==> src/rtl/wall_row_shader_pkg.sv <==
// Shared constants and types for the wall row shader: view geometry,
// colour palette, the per-line span record and the height-to-span helper.
package wall_row_shader_pkg;

   localparam int unsigned H_VIEW = 640;
   localparam int unsigned V_VIEW = 480;
   localparam int unsigned RGB_W  = 6;
   localparam int unsigned POS_W  = 10;

   // Colours are {R[1:0], G[1:0], B[1:0]}
   localparam logic [RGB_W-1:0] SKY_RGB   = 6'b01_01_11;
   localparam logic [RGB_W-1:0] FLOOR_RGB = 6'b01_01_01;
   localparam logic [RGB_W-1:0] WALL0_RGB = 6'b11_00_00;
   localparam logic [RGB_W-1:0] WALL1_RGB = 6'b10_00_00;
   localparam logic [RGB_W-1:0] BLANK_RGB = 6'b00_00_00;

   // 11-bit helpers so span arithmetic never wraps
   localparam logic [POS_W:0]   HALF_VIEW     = 11'(H_VIEW / 2);
   localparam logic [POS_W:0]   SPAN_LIMIT    = 11'(H_VIEW);
   localparam logic [POS_W-1:0] CENTRE_COL    = 10'(H_VIEW / 2);
   localparam logic [POS_W-1:0] LAST_VIS_LINE = 10'(V_VIEW - 1);

   typedef enum logic {
      SIDE_0 = 1'b0,
      SIDE_1 = 1'b1
   } wall_side_e;

   // Horizontal wall extent for one line: wall covers start <= hpos < stop
   typedef struct packed {
      logic [POS_W-1:0] start;
      logic [POS_W-1:0] stop;
      wall_side_e       side;
   } span_t;

   // Empty span centred on the screen: everything left is sky, right is floor
   localparam span_t NO_WALL = '{start: CENTRE_COL, stop: CENTRE_COL, side: SIDE_0};

   // Wall is centred; start clamps at column 0 and stop at H_VIEW
   function automatic span_t height_to_span(input logic [POS_W-1:0] height,
                                            input logic             side);
      logic [POS_W:0] half;
      logic [POS_W:0] lo;
      logic [POS_W:0] hi;
      span_t          s;
      half = {2'b00, height[POS_W-1:1]};
      lo   = (half >= HALF_VIEW) ? '0 : (HALF_VIEW - half);
      hi   = HALF_VIEW + half;
      if (hi > SPAN_LIMIT) begin
         hi = SPAN_LIMIT;
      end
      s.start = lo[POS_W-1:0];
      s.stop  = hi[POS_W-1:0];
      s.side  = wall_side_e'(side);
      return s;
   endfunction

endpackage

==> src/rtl/wall_row_shader_if.sv <==
// Height handoff from the ray tracer to the row shader (valid/ready).
interface wall_row_shader_if;
   import wall_row_shader_pkg::*;

   logic             wr_valid;
   logic [POS_W-1:0] wr_height;
   logic             wr_side;
   logic             wr_ready;

   // Tracer side
   modport master (
      output wr_valid,
      output wr_height,
      output wr_side,
      input  wr_ready
   );

   // Shader side
   modport slave (
      input  wr_valid,
      input  wr_height,
      input  wr_side,
      output wr_ready
   );

endinterface

==> src/rtl/wall_row_shader_span_buffer.sv <==
// row_span_buffer: one pending slot filled by the tracer, one active slot
// used by the shading mux. The pending span moves to active on the last
// clock before each visible line; an empty pending slot at that moment
// keeps the old span and raises a one-clock underrun pulse.
module row_span_buffer
   import wall_row_shader_pkg::*;
(
   input  logic             clk,
   input  logic             reset,
   input  logic [POS_W-1:0] vpos,
   input  logic             hmax,
   input  logic             vmax,
   wall_row_shader_if.slave wr,
   output span_t            active_o,
   output logic             underrun_o
);

   logic  pend_full_q, pend_full_d;
   span_t pend_q,      pend_d;
   span_t active_q,    active_d;
   logic  underrun_q,  underrun_d;
   logic  swap;
   logic  accept;

   // Ready depends only on the registered slot state
   assign wr.wr_ready = ~pend_full_q;
   assign active_o    = active_q;
   assign underrun_o  = underrun_q;

   // Next-state: swap into active first, then a new accept refills pending
   always_comb begin
      swap        = hmax && (vmax || (vpos < LAST_VIS_LINE));
      accept      = wr.wr_valid && !pend_full_q;
      pend_full_d = pend_full_q;
      pend_d      = pend_q;
      active_d    = active_q;
      underrun_d  = swap && !pend_full_q;
      if (swap && pend_full_q) begin
         active_d    = pend_q;
         pend_full_d = 1'b0;
      end
      if (accept) begin
         pend_d      = height_to_span(wr.wr_height, wr.wr_side);
         pend_full_d = 1'b1;
      end
   end

   // Slot registers; reset drops any pending span and restores the empty wall
   always_ff @(posedge clk) begin
      if (reset) begin
         pend_full_q <= 1'b0;
         pend_q      <= NO_WALL;
         active_q    <= NO_WALL;
         underrun_q  <= 1'b0;
      end else begin
         pend_full_q <= pend_full_d;
         pend_q      <= pend_d;
         active_q    <= active_d;
         underrun_q  <= underrun_d;
      end
   end

endmodule

==> src/rtl/wall_row_shader.sv <==
// Pixel stage after the VGA timing generator: paints sky | wall | floor
// for each line from the double-buffered wall span and re-registers the
// syncs so colour and sync leave on the same clock.
module wall_row_shader
   import wall_row_shader_pkg::*;
(
   input  logic             clk,
   input  logic             reset,
   input  logic [POS_W-1:0] hpos,
   input  logic [POS_W-1:0] vpos,
   input  logic             hmax,
   input  logic             vmax,
   input  logic             visible,
   input  logic             hsync_in,
   input  logic             vsync_in,
   wall_row_shader_if.slave wr,
   output logic [RGB_W-1:0] rgb,
   output logic             hsync,
   output logic             vsync,
   output logic             underrun
);

   span_t            active;
   logic [RGB_W-1:0] rgb_q, rgb_d;
   logic             hsync_q, vsync_q;

   row_span_buffer u_span (
      .clk        (clk),
      .reset      (reset),
      .vpos       (vpos),
      .hmax       (hmax),
      .vmax       (vmax),
      .wr         (wr),
      .active_o   (active),
      .underrun_o (underrun)
   );

   // Shading mux: blank outside the view, else pick region by column
   always_comb begin
      rgb_d = BLANK_RGB;
      if (visible) begin
         if (hpos < active.start) begin
            rgb_d = SKY_RGB;
         end else if (hpos < active.stop) begin
            rgb_d = (active.side == SIDE_1) ? WALL1_RGB : WALL0_RGB;
         end else begin
            rgb_d = FLOOR_RGB;
         end
      end
   end

   // Colour and syncs share one register stage to keep them aligned
   always_ff @(posedge clk) begin
      if (reset) begin
         rgb_q   <= BLANK_RGB;
         hsync_q <= 1'b0;
         vsync_q <= 1'b0;
      end else begin
         rgb_q   <= rgb_d;
         hsync_q <= hsync_in;
         vsync_q <= vsync_in;
      end
   end

   assign rgb   = rgb_q;
   assign hsync = hsync_q;
   assign vsync = vsync_q;

endmodule

==> src/flat_wrapper.sv <==
// flat-port wrapper written by rule: the top's interface ports become plain ports
module wall_row_shader_flat import wall_row_shader_pkg::*;
  (clk, reset, hpos, vpos, hmax, vmax, visible, hsync_in, vsync_in, rgb, hsync, vsync, underrun, wr_wr_valid, wr_wr_height, wr_wr_side, wr_wr_ready);
  wall_row_shader_if wr_i ();
  input  logic clk;
  input  logic reset;
  input  logic [POS_W-1:0] hpos;
  input  logic [POS_W-1:0] vpos;
  input  logic hmax;
  input  logic vmax;
  input  logic visible;
  input  logic hsync_in;
  input  logic vsync_in;
  output logic [RGB_W-1:0] rgb;
  output logic hsync;
  output logic vsync;
  output logic underrun;
  input wire logic [$bits(wr_i.wr_valid)-1:0] wr_wr_valid;
  input wire logic [$bits(wr_i.wr_height)-1:0] wr_wr_height;
  input wire logic [$bits(wr_i.wr_side)-1:0] wr_wr_side;
  output wire logic [$bits(wr_i.wr_ready)-1:0] wr_wr_ready;
  assign wr_i.wr_valid = wr_wr_valid;
  assign wr_i.wr_height = wr_wr_height;
  assign wr_i.wr_side = wr_wr_side;
  assign wr_wr_ready = wr_i.wr_ready;
  wall_row_shader u_core (.clk(clk), .reset(reset), .hpos(hpos), .vpos(vpos), .hmax(hmax), .vmax(vmax), .visible(visible), .hsync_in(hsync_in), .vsync_in(vsync_in), .wr(wr_i), .rgb(rgb), .hsync(hsync), .vsync(vsync), .underrun(underrun));
endmodule
==> config.mk <==
export PLATFORM = sky130hd
export DESIGN_NAME = wall_row_shader_flat
export DESIGN_NICKNAME = d
export VERILOG_FILES = /design/src/rtl/wall_row_shader_pkg.sv /design/src/rtl/wall_row_shader_if.sv /design/src/rtl/wall_row_shader_span_buffer.sv /design/src/rtl/wall_row_shader.sv /design/src/flat_wrapper.sv
export SDC_FILE = /design/constraint.sdc
export NUM_CORES = 1
export LEC_CHECK = 0
export BUFFER_PORTS_ARGS = -buffer_cell sky130_fd_sc_hd__buf_2
export CORE_ASPECT_RATIO = 0.8
export CORE_MARGIN = 1
export CORE_UTILIZATION = 45
export CTS_CLUSTER_DIAMETER = 80
export DETAILED_ROUTE_END_ITERATION = 16
export PLACE_DENSITY = 0.67
export SLEW_MARGIN = 20
export SYNTH_ARGS = -nofsm -noshare
export SYNTH_HDL_FRONTEND = slang
export SYNTH_SLANG_ARGS = --single-unit
==> constraint.sdc <==
create_clock -name clk -period 2.1 [get_ports clk]
set_input_delay 0.315 -clock clk [delete_from_list [all_inputs] [get_ports clk]]
set_output_delay 0.315 -clock clk [all_outputs]
set_load 0.005 [all_outputs]
==> results of run 1 <==
## routing by layer
layer	global-route usage, %	vias to the layer above	share of wire, %
met5	0	-	0
met2	28.1	59	39
met3	4.77	9	6.1
li1	-	1068	-
met1	25.7	905	53
met4	10.1	0	2.2
## worst max-delay path by stage
stage | cells after the start | endpoint | slack (ps) | start
detailed placement | 7 | u_core.u_span.active_o[4] | -30 | vpos[3]
global route | 8 | u_core.u_span.pend_q[2] | 240 | wr_wr_height[2]
global placement | 7 | u_core.u_span.active_o[12] | 20 | vpos[3]
finish | 7 | u_core.rgb[5] | 350 | u_core.u_span.active_o[19]
CTS | 7 | u_core.u_span.active_o[4] | 300 | vpos[3]
floorplan | 7 | u_core.u_span.pend_q[8] | 300 | wr_wr_height[1]
## cells in the final DEF (no fill, tap or decap), drive strengths merged, types with 2 or more instances in the layout
cell type / count
a211o: 4
a211oi: 2
a21o: 3
a21oi: 30
a221o: 3
a22oi: 6
a31oi: 2
and4: 2
buf: 53
clkbuf: 7
dfxtp: 50
ha: 22
inv: 24
nand2: 42
nand2b: 7
nand3: 2
nand3b: 6
nor2: 21
nor2b: 3
nor3: 2
o21ai: 10
o31ai: 7
xnor2: 4
## stage by stage
step / instance area, um^2 / TNS [ps] / utilization [%] / setup WS [ps]
4_1_cts: 2810 / 0 / 55.1 / 296
2_1_floorplan: 2420 / 0 / - / 305
6_report: 2820 / 0 / 55.3 / 354
5_1_grt: 2820 / 0 / 55.3 / 240
3_3_place_gp: 2720 / 0 / 53.3 / 19.0
3_5_place_dp: 2720 / -87.5 / 53.3 / -26.4
## kinds of logic after synthesis
kind of cell,synth area share (%)
AOI/OAI and AO/OA,20.7
DFF,41.3
xor gates and xnor gates,1.81
adders and majority gates,11.4
buffers and inverters,6.55
and+or+nand+nor,18.1
other,0.155
## power groups by stage
| stage | registers [mW] | logic (mW) | clock network (mW) |
|---|---|---|---|
| 5_1_grt | 1.02 | 0.307 | 0.633 |
| 4_1_cts | 1.01 | 0.270 | 0.596 |
| 3_3_place_gp | 1.03 | 0.263 | 0 |
| 6_report | 1.01 | 0.270 | 0.579 |
| 2_1_floorplan | 1.03 | 0.172 | 0 |
| 3_5_place_dp | 1.03 | 0.269 | 0 |
## critical path: stages, from the launching register on
cell	delay, ps
dfxtp_1	310
inv_1	50
ha_1	290
a21oi_1	160
nand2_1	60
a221o_1	330
a31o_2	240
and4b_1	200
## cell type report
| type | count | area [um^2] | area share (%) |
|---|---|---|---|
| multi-input combinational | 195 | 1270 | 45.2 |
| sequential | 50 | 1000 | 35.5 |
| timing repair buffer | 53 | 283 | 10.0 |
| inverter | 24 | 90.1 | 3.20 |
| clock buffer | 7 | 86.3 | 3.06 |
| tap | 62 | 77.6 | 2.75 |
| clock inverter | 1 | 5.00 | 0.178 |
## flip-flops by register name (all words and copies together) (netlist names)
name	flops
u_core.hsync	1
u_core.rgb	4
u_core.u_span.active_o	21
u_core.u_span.pend_full_q	1
u_core.u_span.pend_q	21
u_core.u_span.underrun_o	1
u_core.vsync	1
==> summary.md, run 1 <==
| Metric | Value |
|---|---|
| DR pass1 iterations | `10` |
| Mapped cell area | `2420 um^2` |
| Largest net degree at the start of global routing | `32` |
| Clock skew | `4.11 ps` |
| Post_cts resized | `0` |
| Hold WS | `~220 ps` |
| Critical path endpoint category | `register` |
| Clock Tree Buf Depth | `2` |
| Cell accounting for the most synthesized area | `dfxtp_1` |
| Hold Vio Cnt, Final | `0` |
| Die area | `5690 um^2` |
| Routed vias/inst | `about 5.2` |
| Status | `finished, violations left` |
| Netlist cell types | `44` |
| # diodes | `0` |
| Die Wd | `between 80 and 90 um` |
| Slew HR | `between 50 and 60%` |
| Final Max Tran Viols | `0` |
| Dpl hpwl | `approximately 3.8 mm` |
| Top FF cell, synth | `dfxtp_1` |
| Post-synthesis sequential area ratio | `roughly two fifths` |
| Aggregate global-route resource usage | `a little under a fifth` |
| RePlAce Congestion | `a little over 0.8` |
| Final nets | `between 300 and 400` |
| Layout cells sized above 1 | `around 20%` |
| Commonest cells in the netlist | `dfxtp_1, nand2_1, a21oi_1` |
| Post-synth ARST share | `0%` |
| Yosys warnings | `0` |
| Worst Path Arrival | `about 2000 ps` |
| Total wire length | `5.00 mm` |
| TritonCTS Sinks | `50` |
| FF-to-FF path depth | `7` |
| Tot Pwr | `approximately 1.9 mW` |
| Max-cap violation count | `0` |
| Synthesized area per cell | `8.57 um^2` |
| Clock power frac | `31.1%` |
| Core Box Area | `5090 um^2` |
| DIE HEIGHT | `slightly below 70 um` |
| Hold_sp | `hsync_in` |
| Area contributors post-synth | `dfxtp_1, ha_1, nand2_1` |
| NetSw | `0.484 mW` |
| Worst-Skew Late Latency | `roughly 300 ps` |
| Synth Net Count | `~340` |
| Required @ worst endpoint | `2300 ps` |
| PD cells | `roughly 660 nW/um^2` |
| Initial antenna violation count | `0` |
| Post-route ant nets | `0` |
| Min cycle time layout | `between 1500 and 2000 ps` |
| WL per Instance | `12.7 um` |
| CTS tree | `built` |
| Effective utilization at floorplan | `between 40% and 50%` |
| Final Cycle Share | `83.1%` |
| Residual DRC | `10` |
| First-pass GRT wire length | `~8.3 mm` |
| EDFF count, synth | `0` |
| GR Overflow Total | `0` |
| Sw Ratio | `a little over a quarter` |
| Final std cells w/o fill | `392` |
| PortBufs | `46` |
| WS Path Type | `reg -> reg` |
| Post-synthesis cell count | `~280` |
| Hold buffer count at CTS | `0` |
| CP Launch Type | `register` |
| Top-Level Pins | `just under 50` |
| Cell with the most instances after synthesis | `dfxtp_1` |
| Register share of total power | `54.4%` |
| Area grow syn2layout | `16.2%` |
| Hold path depth | `2` |
| Via count of the first global-routing pass | `~1800` |
| CTS H-tree lvls | `2` |
| CTS buffer count | `5` |
| Placed Cells | `384` |
| R2R Path End | `u_core.rgb[5]` |
| Post-CTS Setup Inserts | `0` |
| Root buffer cell | `clkbuf_8` |
| Placement Rows | `23` |
| Hold endpoint | `u_core.hsync` |
| Final Setup Violations | `0` |
| Logic gate share of total power | `14.5%` |
| Crit path max fanout | `4` |
| Filler instances | `about 500` |
| Yosys top cell area share | `~41%` |
| Hold WC Path Type | `in -> reg` |
| Fmax | `about 570 MHz` |
| Slew @ Worst Pin | `around 700 ps` |
| Max VDD drop | `about 300 uV` |
| Failing checks | `DRC` |
| RSZ-0062 raised after global routing | `false` |
| Iteration-0 DRC Markers | `75` |
| Register bit total from synthesis | `50` |
| Worst reg2reg startpoint | `u_core.u_span.active_o[19]` |
| Internal | `approximately 1.4 mW` |
| Clock-pin slew on the worst setup and hold paths | `about 90 ps` |
| P_leak | `1.18 nW` |
| R2r setup slk | `between 300 and 400 ps` |
| Vias | `approximately 2000` |
No activity file was read; power rests on OpenSTA's default activity.
==> run 2, diff against run 1 <==
==> constraint.sdc (replaced) <==
create_clock -name clk -period 1.8 [get_ports clk]
set_input_delay 0.27 -clock clk [delete_from_list [all_inputs] [get_ports clk]]
set_output_delay 0.27 -clock clk [all_outputs]
set_load 0.005 [all_outputs]
==> summary.md, run 2 (synthesis results as in run 1) <==
| Metric | Value |
|---|---|
| CTS tree | `built` |
| Top-Level Pins | `just under 50` |
| Hold endpoint | `u_core.hsync` |
| Post_cts resized | `0` |
| R2r setup slk | `a little over 90 ps` |
| Final Setup Violations | `0` |
| # diodes | `0` |
| GR Overflow Total | `0` |
| Post-DP Area | `around 2800 um^2` |
| Largest net degree at the start of global routing | `54` |
| Family with the most delay on the worst path | `compound AO/OA/AOI/OAI gates` |
| CP cell instances | `inv_1 -> ha_1 -> and4_1 -> a221o_1 -> a31o_2 -> and4b_1` |
| WL per Instance | `between 10 and 15 um` |
| P_leak | `~1.2 nW` |
| CTS H-tree lvls | `2` |
| Slew @ Worst Pin | `~730 ps` |
| Post-route ant nets | `0` |
| Residual DRC | `10` |
| R2R Path End | `u_core.rgb[5]` |
| Placed Cells | `~400` |
| Slew HR | `50.9%` |
| PortBufs | `between 40 and 50` |
| Max-cap violation count | `0` |
| Most frequent cells in the layout | `dfxtp_1, buf_2, nand2_1, a21oi_1, inv_1` |
| Hold Vio Cnt, Final | `0` |
| Dpl hpwl | `3.66 mm` |
| Critical path endpoint category | `register` |
| Final Cycle Share | `a little over nine tenths` |
| CP max stage cell | `dfxtp_1` |
| DR pass1 iterations | `10` |
| Final nets | `around 400` |
| Design area | `roughly 2900 um^2` |
| Initial antenna violation count | `0` |
| RePlAce Congestion | `roughly 0.85` |
| Placement Rows | `23` |
| Hold buffer count at CTS | `0` |
| Core Box Area | `5090 um^2` |
| Final Max Tran Viols | `0` |
| WS Path Type | `reg -> reg` |
| Effective utilization at floorplan | `a little under half` |
| Hold WC Path Type | `in -> reg` |
| Die Wd | `about 84 um` |
| Max VDD drop | `~310 uV` |
| Post-CTS Setup Inserts | `0` |
| Hold_sp | `hsync_in` |
| Iteration-0 DRC Markers | `159` |
| Worst reg2reg startpoint | `u_core.u_span.active_o[20]` |
| Fin Setup TNS | `0 ps` |
| Most common cell after layout, fill and taps aside | `dfxtp_1` |
| Required @ worst endpoint | `around 2000 ps` |
| Clock Tree Buf Depth | `2` |
| CTS buffer count | `5` |
| Worst-Skew Late Latency | `slightly above 300 ps` |
| Total wire length | `~5.0 mm` |
| CP Launch Type | `register` |
| Min cycle time layout | `approximately 1700 ps` |
| RSZ-0062 raised after global routing | `false` |
| PD cells | `between 700 and 800 nW/um^2` |
| Crit path buf inv count | `1` |
| First-pass GRT wire length | `8.42 mm` |
| Routed vias/inst | `approximately 5.1` |
| Final std cells w/o fill | `a little under 400` |
| Area grow syn2layout | `20.7%` |
| Via count of the first global-routing pass | `~1800` |
| Aggregate global-route resource usage | `between 10% and 20%` |
| CP max stage delay | `340 ps` |
| Root buffer cell | `clkbuf_8` |
| FF-to-FF path depth | `6` |
| Clock-pin slew on the worst setup and hold paths | `90 ps` |
| Status | `finished, violations left` |
| Fmax | `586 MHz` |
| TritonCTS Sinks | `50` |
| Hold path depth | `2` |
| Die area | `~5700 um^2` |
| DIE HEIGHT | `approximately 68 um` |
| Clock skew | `~5.6 ps` |
| Layout cells sized above 1 | `a little under a quarter` |
| Tot Pwr | `around 2.3 mW` |
| Failing checks | `DRC` |
| Worst Path Arrival | `about 1900 ps` |
| Vias | `about 2000` |
| Crit path max fanout | `4` |
[run 2: cell types whose count changed in the layout (fill, tap and decap cells not counted), sizes merged]
| cell | previous run | this run |
|---|---|---|
| buf | 53 | 58 |
| bufinv | 0 | 1 |
| clkbuf | 7 | 5 |
| clkinv | 1 | 0 |
| clkinvlp | 0 | 2 |
[run 2: layout make-up]
type / count / area [um^2]
Sequential cell: 50 / 1000
Inverter: 24 / 90.1
Clock inverter: 3 / 45.0
Tap cell: 62 / 77.6
Multi-Input combinational cell: 195 / 1300
Fill cell: 471 / 2170
Clock buffer: 5 / 68.8
Timing Repair Buffer: 58 / 345
[run 2: report_power, final]
group	leakage (nW)	internal (mW)	switching, mW	total [mW]
clock	0.0504	0.413	0.384	0.798
sequential	0.408	1.15	0.0271	1.18
combinational	0.755	0.156	0.181	0.337
[run 2: metrics by stage]
step                      hold WS [ps]  utilization [%]  worst slack, ps
after floorplan                    373                -             49.6
after CTS                          161             56.8             51.8
after detailed placement           448             54.6             -173
final                              161             57.5             92.4
after global routing               160             57.5             8.66
after global placement             441             54.6             -162
[run 2: how the worst max path moves through the flow]
| stage | start | to | slack, ps | cells after the start |
|---|---|---|---|---|
| 2_1_floorplan | wr_wr_height[1] | u_core.u_span.pend_q[8] | 50 | 7 |
| 3_3_place_gp | wr_wr_height[1] | u_core.u_span.pend_q[17] | -160 | 7 |
| 3_5_place_dp | vpos[3] | u_core.u_span.active_o[12] | -170 | 6 |
| 4_1_cts | u_core.u_span.active_o[19] | u_core.rgb[5] | 50 | 7 |
| 5_1_grt | u_core.u_span.active_o[20] | u_core.rgb[5] | 9 | 6 |
| 6_report | u_core.u_span.active_o[20] | u_core.rgb[5] | 90 | 6 |
[run 2: worst reg2reg max path: stages (launching register included)]
cell and delay, ps:
dfxtp_1 340, inv_1 50, ha_1 280, and4_1 210, a221o_1 290, a31o_2 250, and4b_1 200
[run 2: routing by layer]
layer / GRT usage, % / routed length, um / up-vias
met3: 5.13 / 225 / 2
li1: - / - / 1080
met4: 3.88 / 13 / 0
met5: 0 / 0 / -
met2: 26.8 / 2040 / 43
met1: 28.1 / 2740 / 885
